$ cat config.mk
export PLATFORM = sky130hd
export DESIGN_NAME = gnn_layer_sequencer
export DESIGN_NICKNAME = d
export VERILOG_FILES = /design/src/rtl/gnn_layer_sequencer.sv
export SDC_FILE = /design/constraint.sdc
export NUM_CORES = 1
export LEC_CHECK = 0
export ABC_AREA = 0
export BUFFER_PORTS_ARGS = -buffer_cell sky130_fd_sc_hd__clkbuf_2
export CORE_ASPECT_RATIO = 1.4
export CORE_MARGIN = 8
export CORE_UTILIZATION = 40
export DETAILED_ROUTE_END_ITERATION = 8
export PLACE_DENSITY = 0.8
export SYNTH_ARGS = -nofsm -noshare
export SYNTH_HDL_FRONTEND = slang
export SYNTH_SLANG_ARGS = --single-unit
$ cat constraint.sdc
create_clock -name clk -period 2.48 [get_ports clk]
set_clock_uncertainty 0.05 [all_clocks]
set_input_delay 0.248 -clock clk [delete_from_list [all_inputs] [get_ports clk]]
set_output_delay 0.248 -clock clk [all_outputs]
set_load 0.01 [all_outputs]
$ cat src/rtl/gnn_layer_sequencer.sv
// Control FSM for the 4-node GNN datapath: per-layer aggregation, then MAC stepping, then output streaming.
// Optional perf counters are enabled by defining GNN_SEQ_PERF_CNT_EN.
module gnn_layer_sequencer #(
  parameter int NUM_NODES   = 4,
  parameter int NUM_LAYERS  = 4,
  parameter int HID_NEURONS = 4,
  parameter int OUT_NEURONS = 2,
  localparam int MAX_NEURONS = (HID_NEURONS > OUT_NEURONS) ? HID_NEURONS : OUT_NEURONS,
  localparam int NODE_W  = (NUM_NODES > 1) ? $clog2(NUM_NODES) : 1,
  localparam int NEUR_W  = (MAX_NEURONS > 1) ? $clog2(MAX_NEURONS) : 1,
  localparam int LAYER_W = (NUM_LAYERS > 1) ? $clog2(NUM_LAYERS) : 1
) (
  input  logic               clk,
  input  logic               rst_n,
  input  logic               in_ready,
  output logic               busy,
  output logic               aggr_en,
  output logic               layer_en,
  output logic               acc_clr,
  output logic [NODE_W-1:0]  node_idx,
  output logic [NEUR_W-1:0]  neuron_idx,
  output logic [LAYER_W-1:0] layer_idx,
  output logic               out_valid,
  input  logic               out_ready,
  output logic               done,
  output logic [15:0]        perf_busy_cycles,
  output logic [15:0]        perf_stall_cycles
);

  typedef enum logic [1:0] {
    IDLE  = 2'd0,
    AGGR  = 2'd1,
    LAYER = 2'd2,
    OUT   = 2'd3
  } state_t;

  localparam logic [NODE_W-1:0]  NODE_LAST  = NODE_W'(NUM_NODES - 1);
  localparam logic [NEUR_W-1:0]  HID_LAST   = NEUR_W'(HID_NEURONS - 1);
  localparam logic [NEUR_W-1:0]  OUT_LAST   = NEUR_W'(OUT_NEURONS - 1);
  localparam logic [LAYER_W-1:0] LAYER_LAST = LAYER_W'(NUM_LAYERS - 1);

  state_t               state_r, state_s;
  logic [NODE_W-1:0]    node_r, node_s;
  logic [NEUR_W-1:0]    neuron_r, neuron_s, neur_last_s;
  logic [LAYER_W-1:0]   layer_r, layer_s;
  logic                 done_s;
  logic                 busy_r, aggr_en_r, layer_en_r, acc_clr_r, out_valid_r, done_r;

  // Next-state and index sequencing; indices not used by a phase keep their last value.
  always_comb begin
    state_s  = state_r;
    node_s   = node_r;
    neuron_s = neuron_r;
    layer_s  = layer_r;
    done_s   = 1'b0;
    if (layer_r == LAYER_LAST) begin
      neur_last_s = OUT_LAST;
    end else begin
      neur_last_s = HID_LAST;
    end
    case (state_r)
      IDLE: begin
        if (in_ready) begin
          state_s  = AGGR;
          node_s   = '0;
          neuron_s = '0;
          layer_s  = '0;
        end else begin
          state_s  = IDLE;
        end
      end
      AGGR: begin
        if (node_r == NODE_LAST) begin
          state_s  = LAYER;
          node_s   = '0;
          neuron_s = '0;
        end else begin
          node_s   = node_r + NODE_W'(1);
        end
      end
      LAYER: begin
        if (neuron_r != neur_last_s) begin
          neuron_s = neuron_r + NEUR_W'(1);
        end else if (node_r != NODE_LAST) begin
          neuron_s = '0;
          node_s   = node_r + NODE_W'(1);
        end else if (layer_r == LAYER_LAST) begin
          state_s  = OUT;
          node_s   = '0;
        end else begin
          state_s  = AGGR;
          node_s   = '0;
          layer_s  = layer_r + LAYER_W'(1);
        end
      end
      OUT: begin
        if (out_ready && (node_r == NODE_LAST)) begin
          state_s  = IDLE;
          done_s   = 1'b1;
        end else if (out_ready) begin
          node_s   = node_r + NODE_W'(1);
        end else begin
          node_s   = node_r;
        end
      end
      default: begin
        state_s = IDLE;
      end
    endcase
  end

  // State, indices and output flags; flags are registered copies of the next-state decode.
  always_ff @(posedge clk) begin
    if (!rst_n) begin
      state_r     <= IDLE;
      node_r      <= '0;
      neuron_r    <= '0;
      layer_r     <= '0;
      busy_r      <= 1'b0;
      aggr_en_r   <= 1'b0;
      layer_en_r  <= 1'b0;
      acc_clr_r   <= 1'b0;
      out_valid_r <= 1'b0;
      done_r      <= 1'b0;
    end else begin
      state_r     <= state_s;
      node_r      <= node_s;
      neuron_r    <= neuron_s;
      layer_r     <= layer_s;
      busy_r      <= (state_s != IDLE);
      aggr_en_r   <= (state_s == AGGR);
      layer_en_r  <= (state_s == LAYER);
      acc_clr_r   <= (state_s == LAYER) && (node_s == '0) && (neuron_s == '0);
      out_valid_r <= (state_s == OUT);
      done_r      <= done_s;
    end
  end

  assign busy       = busy_r;
  assign aggr_en    = aggr_en_r;
  assign layer_en   = layer_en_r;
  assign acc_clr    = acc_clr_r;
  assign out_valid  = out_valid_r;
  assign done       = done_r;
  assign node_idx   = node_r;
  assign neuron_idx = neuron_r;
  assign layer_idx  = layer_r;

`ifdef GNN_SEQ_PERF_CNT_EN
  logic [15:0] perf_busy_r, perf_stall_r;

  // Saturating activity counters, cleared when a new inference is accepted.
  always_ff @(posedge clk) begin
    if (!rst_n) begin
      perf_busy_r  <= 16'd0;
      perf_stall_r <= 16'd0;
    end else if ((state_r == IDLE) && in_ready) begin
      perf_busy_r  <= 16'd0;
      perf_stall_r <= 16'd0;
    end else begin
      if (busy_r && (perf_busy_r != 16'hFFFF)) begin
        perf_busy_r <= perf_busy_r + 16'd1;
      end else begin
        perf_busy_r <= perf_busy_r;
      end
      if (out_valid_r && !out_ready && (perf_stall_r != 16'hFFFF)) begin
        perf_stall_r <= perf_stall_r + 16'd1;
      end else begin
        perf_stall_r <= perf_stall_r;
      end
    end
  end

  assign perf_busy_cycles  = perf_busy_r;
  assign perf_stall_cycles = perf_stall_r;
`else
  assign perf_busy_cycles  = 16'd0;
  assign perf_stall_cycles = 16'd0;
`endif

endmodule

== Yosys cells after proc, flatten, opt, wreduce, memory -nomap -nowiden ==
Index checks and enable logic that the tools add are counted.

* Multiply operators: 0
* Reduce and logical (&&, ||, !) cells: 10
* Bitwise operators: 0
* Div/mod/pow operators: 0
* Eq/ne operators: 14
* $lt $le $gt $ge: 0
* Shift operators: 0
* $add $sub $neg: 3
* Mux-type cells: 26

{| class="wikitable"
|+ Operators with widths
! operator !! count
|-
| 2-to-1 mux 2 bit || 20
|-
| case mux 2 bit (4 select lines) || 2
|-
| equality test 2 bit, second input constant || 6
|-
| inequality test 2 bit, second input constant || 5
|-
| adder 2 x 1 -> 2 bit, second input constant || 3
|-
| zero test 2 bit || 3
|-
| case mux 2 bit (3 select lines) || 1
|-
| AND reduction 5 bit || 1
|-
| equality test 2 x 1 -> 1 bit, second input constant || 2
|-
| case mux 2 bit (2 select lines) || 1
|-
| nonzero test 2 bit || 2
|-
| logical AND 1 bit || 3
|-
| 2-to-1 mux 1 bit || 2
|-
| inequality test 2 bit || 1
|-
| AND reduction 2 bit || 1
|}

* Bits in writable memories: 0
* Register bits: 14
* Logic and storage cells: 63
* Input port bits: 4
* Bits in latches: 0
* Memories: 0
* Bits in read-only memories: 0
* Output and inout bits: 44

== Depth between registers and ports, before layout ==
Gate-level depths: netlist of the first run.

* Word-level depth: 8
* Gate-level depth with buffers: 7
* Mapped depth without buffers: 7

== Least setup slack after synthesis of the first run ==
Ideal clock, no wire load.

* Path type: reg-to-reg
* Start: reg layer_r[0] (netlist: layer_idx[0])
* End: reg acc_clr_r (netlist: acc_clr)
* Buffers on the path: 0
* Stages on the path, launching flop included: 7
* Clock period less this slack: 1,720 ps
* Library setup time: 87 ps
* Data required time: 2,343 ps
* Slack: 760 ps
* Data arrival time: 1,583 ps
* Cell sequence: dfxtp_1 ha_1 xor2_2 and3_4 a221oi_4 and2_4 nor4b_4

* Word-level cells in the longest chain between the ends: 8
* Elaborated cells between the ends (all ways): 16
* Those cells by class: eq/ne (3); mux (9); reduce/logical (4)

{| class="wikitable"
|+ Ends and longest elaborated chain
! element !! RTL line !! RTL
|-
| start: declaration || 45 || <nowiki>logic [LAYER_W-1:0] layer_r, layer_s;</nowiki>
|-
| start signal: assignment || 129 || <nowiki>layer_r <= layer_s;</nowiki>
|-
| equality test 2 bit * || 56, 87 ||
|-
| 2-to-1 mux 2 bit, on equally long branches || 56, 87 ||
|-
| inequality test 2 bit or 2-to-1 mux 2 bit (tied branches) || 82, 84 ||
|-
| 2-to-1 mux 2 bit || 82 || <nowiki>if (neuron_r != neur_last_s) begin</nowiki>
|-
| case mux 2 bit (4 select lines) || 61 || <nowiki>case (state_r)</nowiki>
|-
| equality test 2 bit or zero test 2 bit (tied branches) || 133 || <nowiki>acc_clr_r <= (state_s == LAYER) && (node_s == '0) && (neuron_s == '0);</nowiki>
|-
| logical AND 1 bit || 133 ||
|-
| logical AND 1 bit * || 133 ||
|-
| end signal: assignment || 133 ||
|-
| end: declaration || 47 || <nowiki>logic busy_r, aggr_en_r, layer_en_r, acc_clr_r, out_valid_r, done_r;</nowiki>
|}

Every way passes the cells marked *; elsewhere a longest branch is shown, timed or not.
A chain may end at the register's enable or synchronous reset.

== Final worst setup path of the first run ==
* Start: reg node_r[0] (netlist: node_idx[0])
* End: reg acc_clr_r (netlist: acc_clr)

* Word-level cells in the longest chain between the ends: 7
* Elaborated cells between the ends (all ways): 25
* Those cells by class: add/sub (1); eq/ne (3); mux (16); reduce/logical (5)

{| class="wikitable"
|+ Ends and longest elaborated chain
! element !! RTL line !! RTL
|-
| start: declaration || 43 || <nowiki>logic [NODE_W-1:0] node_r, node_s;</nowiki>
|-
| start signal: assignment || 127 || <nowiki>node_r <= node_s;</nowiki>
|-
| adder 2 x 1 -> 2 bit, or another cell as far along || 78, 86, 101 ||
|-
| 2-to-1 mux 2 bit, or another cell as far along || 100 || <nowiki>end else if (out_ready) begin</nowiki>
|-
| 2-to-1 mux 2 bit, on equally long branches || 97, 82 ||
|-
| case mux 2 bit (4 select lines) || 61 ||
|-
| zero test 2 bit or equality test 2 bit (tied branches) || 133 ||
|-
| logical AND 1 bit || 133 ||
|-
| logical AND 1 bit * || 133 ||
|}

Marks and branches as above.

==> impl_metrics.ini, run 1 <==
[status]
outcome = finished, final reports clean

[power_and_ir_drop]
peakVddDrop_v = 0.000333
power_leakage_nw = 0.525
fin_total_pwr_uw = 476
pwr_density_cell_mw_per_mm2 = 450

[worst_setup_path]
cp-startpoint = node_idx[0]$_SDFF_PN0_
r2r_setup_slack_ns = 0.65
arrival_ns = 1.97
crit_fanout = 8
r2r_start = node_idx[0]$_SDFF_PN0_
reg2reg_to = acc_clr$_SDFF_PN0_
critPathKind = flip-flop to flip-flop
cp-start-kind = flip-flop
rr_worst_depth = 7
endpoint_kind = flip-flop
cp.required_ns = 2.62

[die]
ios = 48
start_util_pct = 41.1
core_mm2 = 0.00256
dieArea_mm2 = 0.00455
die_width_um = 59.3
fp.dieH_um = 76.7
rows = 22

[routing]
drc = 0
wl_per_cell_um = 11.3
via_per_inst = 4.17
vias = 722
wl_met2_mm = 1.08
wirelength_met1_um = 766
dr.first_iter.drc_count = 14
finalWirelength_mm = 1.96
ant_nets = 0
top_layer_used = met4
drtPass1Iterations = 4
wl_met3_um = 107

[timing]
period_share_pct = 73.8
hold_violations = 0
setup_tns_ns = 0
rsz0062_at_grt = false
fmax_mhz = 546
fin_ws_ns = 0.649
post-route-min-period_ns = 1.83
setup_viol = 0
slew_violations = 0

[placement]
place_area_mm2 = 0.00102
dp_hpwl_mm = 1.63
gp_congestion = 0.790
preCtsSetupSlack_ns = 0.671
placement.io_buffers = 15
dpl.cell_count = 169

[cells_and_area]
final_cell_mix = conb_1 (32), clkbuf_2 (15), dfxtp_1 (14), nand2_1 (9), nand2b_1 (7)
fin_area_mm2 = 0.00106
syn2layout_area_growth_pct = 0.595
finalNonFillerCells = 173
n_antenna_cell = 0
final_nets = 145
final_common_cell = conb_1
drive_above_1_share_pct = 18.2

[clock_tree]
cts-resized-gates = 0
cts-htree-levels = 1
clockBufferDepth = 2
cts_num_sinks = 14
cts_hold_repair.buffers = 0
root_buffer = clkbuf_4
clkSlewWorstSetupHoldPaths_ns = 0.09
cts_tree = yes
clock_latency_ns = 0.28
cts_made_buffers = 3
cts_setup_buffers = 0

[hold_path]
hold_class = primary input to flip-flop
holdPathEnd = done$_SDFF_PN0_
whs_path_depth = 3
hp-start = out_ready

[global_route]
grt_pass1_wl_mm = 3.42
grt_max_degree = 13
overflow = 0
grt_antenna_before_repair = 0
grt_usage_pct = 9.18
grt_pass1_vias = 773

[yosys]
synthArstFlopShare_pct = 0
synth-edff-count = 0
synth_top_cell_by_area = dfxtp_1
syn_area_mm2 = 0.00105
synth.area.top_cells = dfxtp_1 (27%), buf_4 (23%), nand2b_1 (4.2%)
synth.yosys.seq_area_share_pct = 26.7
yosys.area.top_type_share_pct = 26.7
synthCells = 123
synth_ff_type = dfxtp_1
ys_types = 36
synth_area_per_cell_um2 = 8.54
yosys_warnings = 0
synth_seq_cells = 14

[job]
timing.max_cap.violations = 0
-- flip-flops by register name (all words and copies together) (netlist names) --
register	count
neuron_idx	2
aggr_en	1
acc_clr	1
done	1
state_r	2
out_valid	1
node_idx	2
layer_en	1
busy	1
layer_idx	2
-- per-stage QoR --
| stage | hold WS, ns | util, % |
|---|---|---|
| 4_1_cts | 0.234 | 41.3 |
| 6_report | 0.238 | 41.3 |
| 3_3_place_gp | 0.482 | 39.9 |
| 2_1_floorplan | 0.312 | - |
| 5_1_grt | 0.250 | 41.3 |
| 3_5_place_dp | 0.507 | 39.9 |
-- Yosys cell counts (2+ instances only) --
cell and number:
ha_1 3, a21o_1 2, o21ai_0 2, o21ai_1 3, mux2i_1 3, nor2_1 6
inv_1 3, nor2b_1 4, dfxtp_1 14, a21oi_1 5, a21boi_0 2, buf_2 3
buf_4 32, nand2b_1 7, and2_1 5, nand2_1 9
-- power by group --
part	leakage (nW)	switching (mW)	internal, mW
Clock	0.0210	0.0733	0.0892
Sequential	0.114	0.00807	0.231
Combinational	0.390	0.0499	0.0240
Total	0.525	0.131	0.344
-- cell type report --
type,count,area [µm²]
flip-flops and latches,14,280
inverters,4,15.0
multi-input cells,100,606
well taps,36,45.0
fillers,283,1500
clock buffers,4,36.3
repair buffers,15,75.1
-- logic make-up (layout without fill, tap and decap cells) --
family                   after synthesis  count (layout)  share of synthesized area (%)
AND/OR/NAND/NOR                       40              40                           23.1
buffers and inverters                 40              23                           26.8
AO/OA/AOI/OAI                         19              19                           13.3
flip-flops                            14              14                           26.7
adder cells (fa/ha/maj)                4               4                           4.52
multiplexers                           3               3                           2.86
XOR/XNOR                               2               2                           2.38
other                                  1              32                          0.357
-- worst max-delay path by stage --
stage / to / slack (ns)
final: acc_clr$_SDFF_PN0_ / 0.65
after global routing: acc_clr$_SDFF_PN0_ / 0.47
after CTS: acc_clr$_SDFF_PN0_ / 0.61
after detailed placement: node_idx[0]$_SDFF_PN0_ / 0.67
after global placement: node_idx[0]$_SDFF_PN0_ / 0.67
after floorplan: acc_clr$_SDFF_PN0_ / 0.76
-- worst max-delay path, stage by stage, from the launching register on --
cell and delay, ns:
dfxtp_1 0.49, ha_1 0.38, o21ai_1 0.09, o22ai_1 0.22
nand2_1 0.12, inv_1 0.08, and2_4 0.14, nor4b_4 0.16
-- routing by layer --
layer  up-vias  track usage, %
li1        367               -
met1       332            9.27
met2        21            16.7
met3         2            3.67
met4         0            1.92
met5         -               0
(Power assumes the default switching activity.)
==> run 2, diff against run 1 <==
Settings changed: PLACE_DENSITY 0.8 to 0.83.
Clock period 2.48 ns to 1.6 ns, I/O delays scaled along.
==> run 2 against run 1 <==
Compared with the run above: the flow now finishes with violations (setup timing); global-route usage grew 1.0 points; non-clock buffer count grew 12; sequential share of layout area is 3.4 points lower; sequential power rose by 54%; fmax increased by 11%; combinational power is 94% higher; final cell count grew 6.9%; first-iteration DRC count increased by 130%; cell area increased by 17%.
==> impl_metrics.ini, run 2 (synthesized netlist as in run 1, its figures left out) <==
[power_and_ir_drop]
power_leakage_nw = 0.595
peakVddDrop_v = 0.000400
switching_share_pct = 27.6
p_seq_share_pct = 48.6
p_int_uw = 548
pwr_density_cell_mw_per_mm2 = 614
p_sw_uw = 209
p_comb_share_pct = 18.9
clkPwrFrac_pct = 32.5

[global_route]
grt_pass1_wl_mm = 3.64
grt_use_met1_pct = 10.3
grt_pass1_vias = 856
grt_usage_pct = 10.2
met3_usage_pct = 2.50
grt_max_degree = 10
overflow = 0
use_met2_pct = 17.6
grt-busiest-layer = met2
grt_antenna_before_repair = 0

[cells_and_area]
final_cell_mix = conb_1 (32), clkbuf_2 (15), buf_4 (12), dfxtp_1 (10), nand2_1 (8)
fin_util_pct = 48.2
fin_area_mm2 = 0.00123
fillers = 258
multi_input_area_um2 = 687
syn2layout_area_growth_pct = 17.4
finalNonFillerCells = 185
seq_area_um2 = 285
final_common_cell = conb_1
n_antenna_cell = 0
final_nets = 157
drive_above_1_share_pct = 35.6

[worst_setup_path]
cp-start-kind = flip-flop
crit_chain = ha_4 -> xor2_4 -> and3_4 -> a221oi_4 -> and2_4 -> nor4b_4
critPathKind = flip-flop to flip-flop
rr_worst_depth = 6
cp-startpoint = layer_idx[1]$_SDFFE_PN0P_
crit_fanout = 4
r2r_start = layer_idx[1]$_SDFFE_PN0P_
arrival_ns = 1.79
reg2reg_to = acc_clr$_SDFF_PN0_
crit_slowest_cell = dfxtp_2
cp.required_ns = 1.74
r2r_setup_slack_ns = -0.05
slowest_delay_ns = 0.34
endpoint_kind = flip-flop

[placement]
place_area_mm2 = 0.00113
dpl.cell_count = 181
gp_congestion = 0.816
placement.io_buffers = 15
dp_hpwl_mm = 1.90

[clock_tree]
clock_latency_ns = 0.27
cts_setup_buffers = 0
root_buffer = clkbuf_4
clkSlewWorstSetupHoldPaths_ns = 0.08
clockBufferDepth = 2
cts_made_buffers = 3
cts-htree-levels = 1
cts_tree = yes
cts_num_sinks = 14

[die]
die_width_um = 59.3
dieArea_mm2 = 0.00455
rows = 22
core_mm2 = 0.00256
ios = 48
fp.dieH_um = 76.7
start_util_pct = 41.1

[timing]
period_share_pct = 103
setup_tns_ns = -0.0490
fmax_mhz = 606
rsz0062_at_grt = true
holdWs_ns = 0.152
hold_violations = 0
setup_viol = 1
slew_violations = 0
fin_ws_ns = -0.0490
post-route-min-period_ns = 1.65

[status]
outcome = finished, violations left
violations = setup timing

[routing]
vias = 782
finalWirelength_mm = 2.25
ant_nets = 0
via_per_inst = 4.23
drtPass1Iterations = 4
dr.first_iter.drc_count = 32
drc = 0
wl_per_cell_um = 12.2

[hold_path]
hold_class = primary input to flip-flop
holdPathEnd = done$_SDFF_PN0_
hp-start = rst_n
whs_path_depth = 3

[job]
timing.max_cap.violations = 0
[run 2: stage by stage]
stage                     worst slack (ns)  power (mW)
after floorplan                     0.0148       0.525
after global placement             -0.0672       0.503
after detailed placement           -0.0736       0.505
after CTS                          -0.0857       0.753
after global routing               -0.0928       0.801
final                              -0.0490       0.758
[run 2: layout make-up]
| type | count | share of cell area [%] |
|---|---|---|
| multi-input cells | 100 | 55.7 |
| flip-flops and latches | 14 | 23.1 |
| well taps | 36 | 3.65 |
| clock buffers | 4 | 2.94 |
| repair buffers | 27 | 13.4 |
| inverters | 4 | 1.22 |
[run 2: per-layer routing]
layer | wire, µm | share of wire (%)
met3 | 131 | 5.8
met5 | 0 | 0
met1 | 923 | 41
met4 | 62 | 2.8
met2 | 1140 | 50
[run 2: power groups by stage]
| stage | Clock [mW] | Sequential, mW | Combinational [mW] |
|---|---|---|---|
| after floorplan | 0 | 0.377 | 0.147 |
| after global placement | 0 | 0.373 | 0.129 |
| after detailed placement | 0 | 0.374 | 0.131 |
| after CTS | 0.253 | 0.366 | 0.134 |
| after global routing | 0.274 | 0.370 | 0.158 |
| final | 0.246 | 0.368 | 0.143 |
[run 2: worst max path at each step]
| stage | endpoint | slack, ns |
|---|---|---|
| floorplan | acc_clr$_SDFF_PN0_ | 0.01 |
| global placement | acc_clr$_SDFF_PN0_ | -0.07 |
| detailed placement | acc_clr$_SDFF_PN0_ | -0.07 |
| CTS | acc_clr$_SDFF_PN0_ | -0.09 |
| global route | acc_clr$_SDFF_PN0_ | -0.09 |
| finish | acc_clr$_SDFF_PN0_ | -0.05 |
[run 2: what timing repair did]
item                                    4_1_cts  5_1_grt
pin swaps                                     0        2
endpoints found under the setup margin        5       12
hold buffers                                  0        0
gates resized for setup                       3       12
[run 2: worst max-delay path: cells and delay by family, from the launching register on]
family | cells | cell delay (ns)
compound gates | 1 | 0.28
xor+xnor | 1 | 0.16
fa+ha+maj | 1 | 0.18
flops | 1 | 0.34
simple gates | 3 | 0.55
==> run 3, diff against run 2 <==
Settings changed: CORE_UTILIZATION 40 to 25, PLACE_DENSITY 0.83 to 0.6.
==> run 3 against run 2 <==
Compared with the run above: the flow still finishes with violations (setup timing); cell area rose by 3.4%; via count increased by 3.8%; core utilization decreased by 17 points; power is 14% higher; count of clock-buffer cells in the layout unchanged; combinational power rose by 6%; critical path type unchanged; highest routed layer unchanged.
==> impl_metrics.ini, run 3 (synthesized netlist as in run 1, its figures left out) <==
[power_and_ir_drop]
pwr_density_cell_mw_per_mm2 = 674
p_seq_share_pct = 42.8
power_leakage_nw = 0.610
p_comb_share_pct = 17.5
peakVddDrop_v = 0.000239
p_sw_uw = 226
p_int_uw = 635
switching_share_pct = 26.3
clkPwrFrac_pct = 39.7

[worst_setup_path]
rr_worst_depth = 6
critPathTopFamily = simple AND/OR/NAND/NOR gates
arrival_ns = 1.76
slowest_delay_ns = 0.34
r2r_setup_slack_ns = -0.05
critPathKind = flip-flop to flip-flop
crit_slowest_cell = dfxtp_2
critPathBufInv = 0
crit_chain = ha_4 -> xor2_2 -> and3_4 -> a221oi_4 -> and2_4 -> nor4b_4
cp-start-kind = flip-flop
reg2reg_to = acc_clr$_SDFF_PN0_
crit_fanout = 4
endpoint_kind = flip-flop
r2r_start = layer_idx[0]$_SDFFE_PN0P_
cp.required_ns = 1.71

[clock_tree]
cts_hold_repair.buffers = 0
cts-htree-levels = 1
cts_tree = yes
clockBufferDepth = 2
cts_num_sinks = 14
clock_latency_ns = 0.24
clkSlewWorstSetupHoldPaths_ns = 0.06
root_buffer = clkbuf_8
cts_made_buffers = 3

[timing]
post-route-min-period_ns = 1.65
fin_ws_ns = -0.0520
setup_viol = 1
fmax_mhz = 605
period_share_pct = 103
setup_tns_ns = -0.0520
slew_violations = 0
rsz0062_at_grt = true
hold_violations = 0

[hold_path]
holdPathEnd = done$_SDFF_PN0_
hold_class = primary input to flip-flop
hp-start = rst_n
whs_path_depth = 3

[routing]
vias = 812
finalWirelength_mm = 2.23
drtPass1Iterations = 4
ant_nets = 0
via_per_inst = 4.14
drc = 0
dr.first_iter.drc_count = 60
wl_per_cell_um = 11.4

[cells_and_area]
final_nets = 159
finalNonFillerCells = 196
final_cell_mix = conb_1 (32), clkbuf_2 (15), buf_4 (12), dfxtp_1 (11), nand2_1 (9)
final_common_cell = conb_1
drive_above_1_share_pct = 31.8
fin_util_pct = 30.9
syn2layout_area_growth_pct = 21.4
n_antenna_cell = 0
fillers = 442
fin_area_mm2 = 0.00128

[job]
timing.max_cap.violations = 0

[die]
ios = 48
dieArea_mm2 = 0.00656
core_mm2 = 0.00413
start_util_pct = 25.4
fp.dieH_um = 92.7
rows = 28
die_width_um = 70.8

[placement]
gp_congestion = 0.847
placement.io_buffers = 15
place_area_mm2 = 0.00117
dp_hpwl_mm = 1.85
dpl.cell_count = 191

[global_route]
grt_pass1_vias = 841
grt_usage_pct = 6.72
grt_max_degree = 11
grt_antenna_before_repair = 0
overflow = 0
grt_pass1_wl_mm = 3.53

[status]
violations = setup timing
outcome = finished, violations left
run 3: cell count changes in the layout (fill, tap and decap cells not counted), sizes merged:
cell,delta
buf,+2
run 3: power by group through the flow:
stage	Sequential, mW	Combinational, mW	Clock, mW
final	0.368	0.151	0.342
after global routing	0.369	0.167	0.369
after CTS	0.366	0.144	0.354
after detailed placement	0.373	0.138	0
after global placement	0.373	0.139	0
after floorplan	0.377	0.147	0
run 3: how the worst max path moves through the flow:
stage	start	end	slack [ns]	depth (start not counted)
after floorplan	layer_idx[0]$_SDFFE_PN0P_	acc_clr$_SDFF_PN0_	0.01	6
after global placement	layer_idx[0]$_SDFFE_PN0P_	acc_clr$_SDFF_PN0_	-0.08	6
after detailed placement	layer_idx[0]$_SDFFE_PN0P_	acc_clr$_SDFF_PN0_	-0.1	6
after CTS	layer_idx[0]$_SDFFE_PN0P_	acc_clr$_SDFF_PN0_	-0.08	6
after global routing	layer_idx[0]$_SDFFE_PN0P_	acc_clr$_SDFF_PN0_	-0.13	6
final	layer_idx[0]$_SDFFE_PN0P_	acc_clr$_SDFF_PN0_	-0.05	6
run 3: stage by stage:
step | hold WS (ns) | setup WS (ns) | power (mW)
2_1_floorplan | 0.224 | 0.0148 | 0.525
3_3_place_gp | 0.450 | -0.0829 | 0.512
3_5_place_dp | 0.440 | -0.0973 | 0.511
4_1_cts | 0.180 | -0.0843 | 0.864
5_1_grt | 0.214 | -0.126 | 0.905
6_report | 0.193 | -0.0520 | 0.861
run 3: repair_timing:
action | CTS | global route
setup buffers | 1 | 0
endpoints found under the setup margin | 6 | 6
resized for setup | 2 | 5
pin swaps | 5 | 2
endpoints found under the hold margin | 0 | 0
run 3: area by class of cell:
| class | instances | area [µm²] | area share, % |
|---|---|---|---|
| Timing Repair Buffer | 29 | 205 | 16.1 |
| Tap cell | 45 | 56.3 | 4.41 |
| Clock buffer | 4 | 55.1 | 4.31 |
| Multi-Input combinational cell | 100 | 661 | 51.8 |
| Inverter | 4 | 15.0 | 1.18 |
| Sequential cell | 14 | 284 | 22.3 |
run 3: tightest hold or removal path: cells and delay by family:
family,cells,cell delay (ns)
AND/OR/NAND/NOR,2,0.12
buffers and inverters,1,0.16
run 3: metal layers:
| metal | part of all wire (%) | vias to the layer above | track usage, % |
|---|---|---|---|
| met4 | 4.1 | 0 | 5.05 |
| li1 | - | 400 | - |
| met3 | 10 | 7 | 3.03 |
| met2 | 46 | 44 | 11.7 |
| met1 | 39 | 361 | 5.97 |
| met5 | 0 | - | 0 |
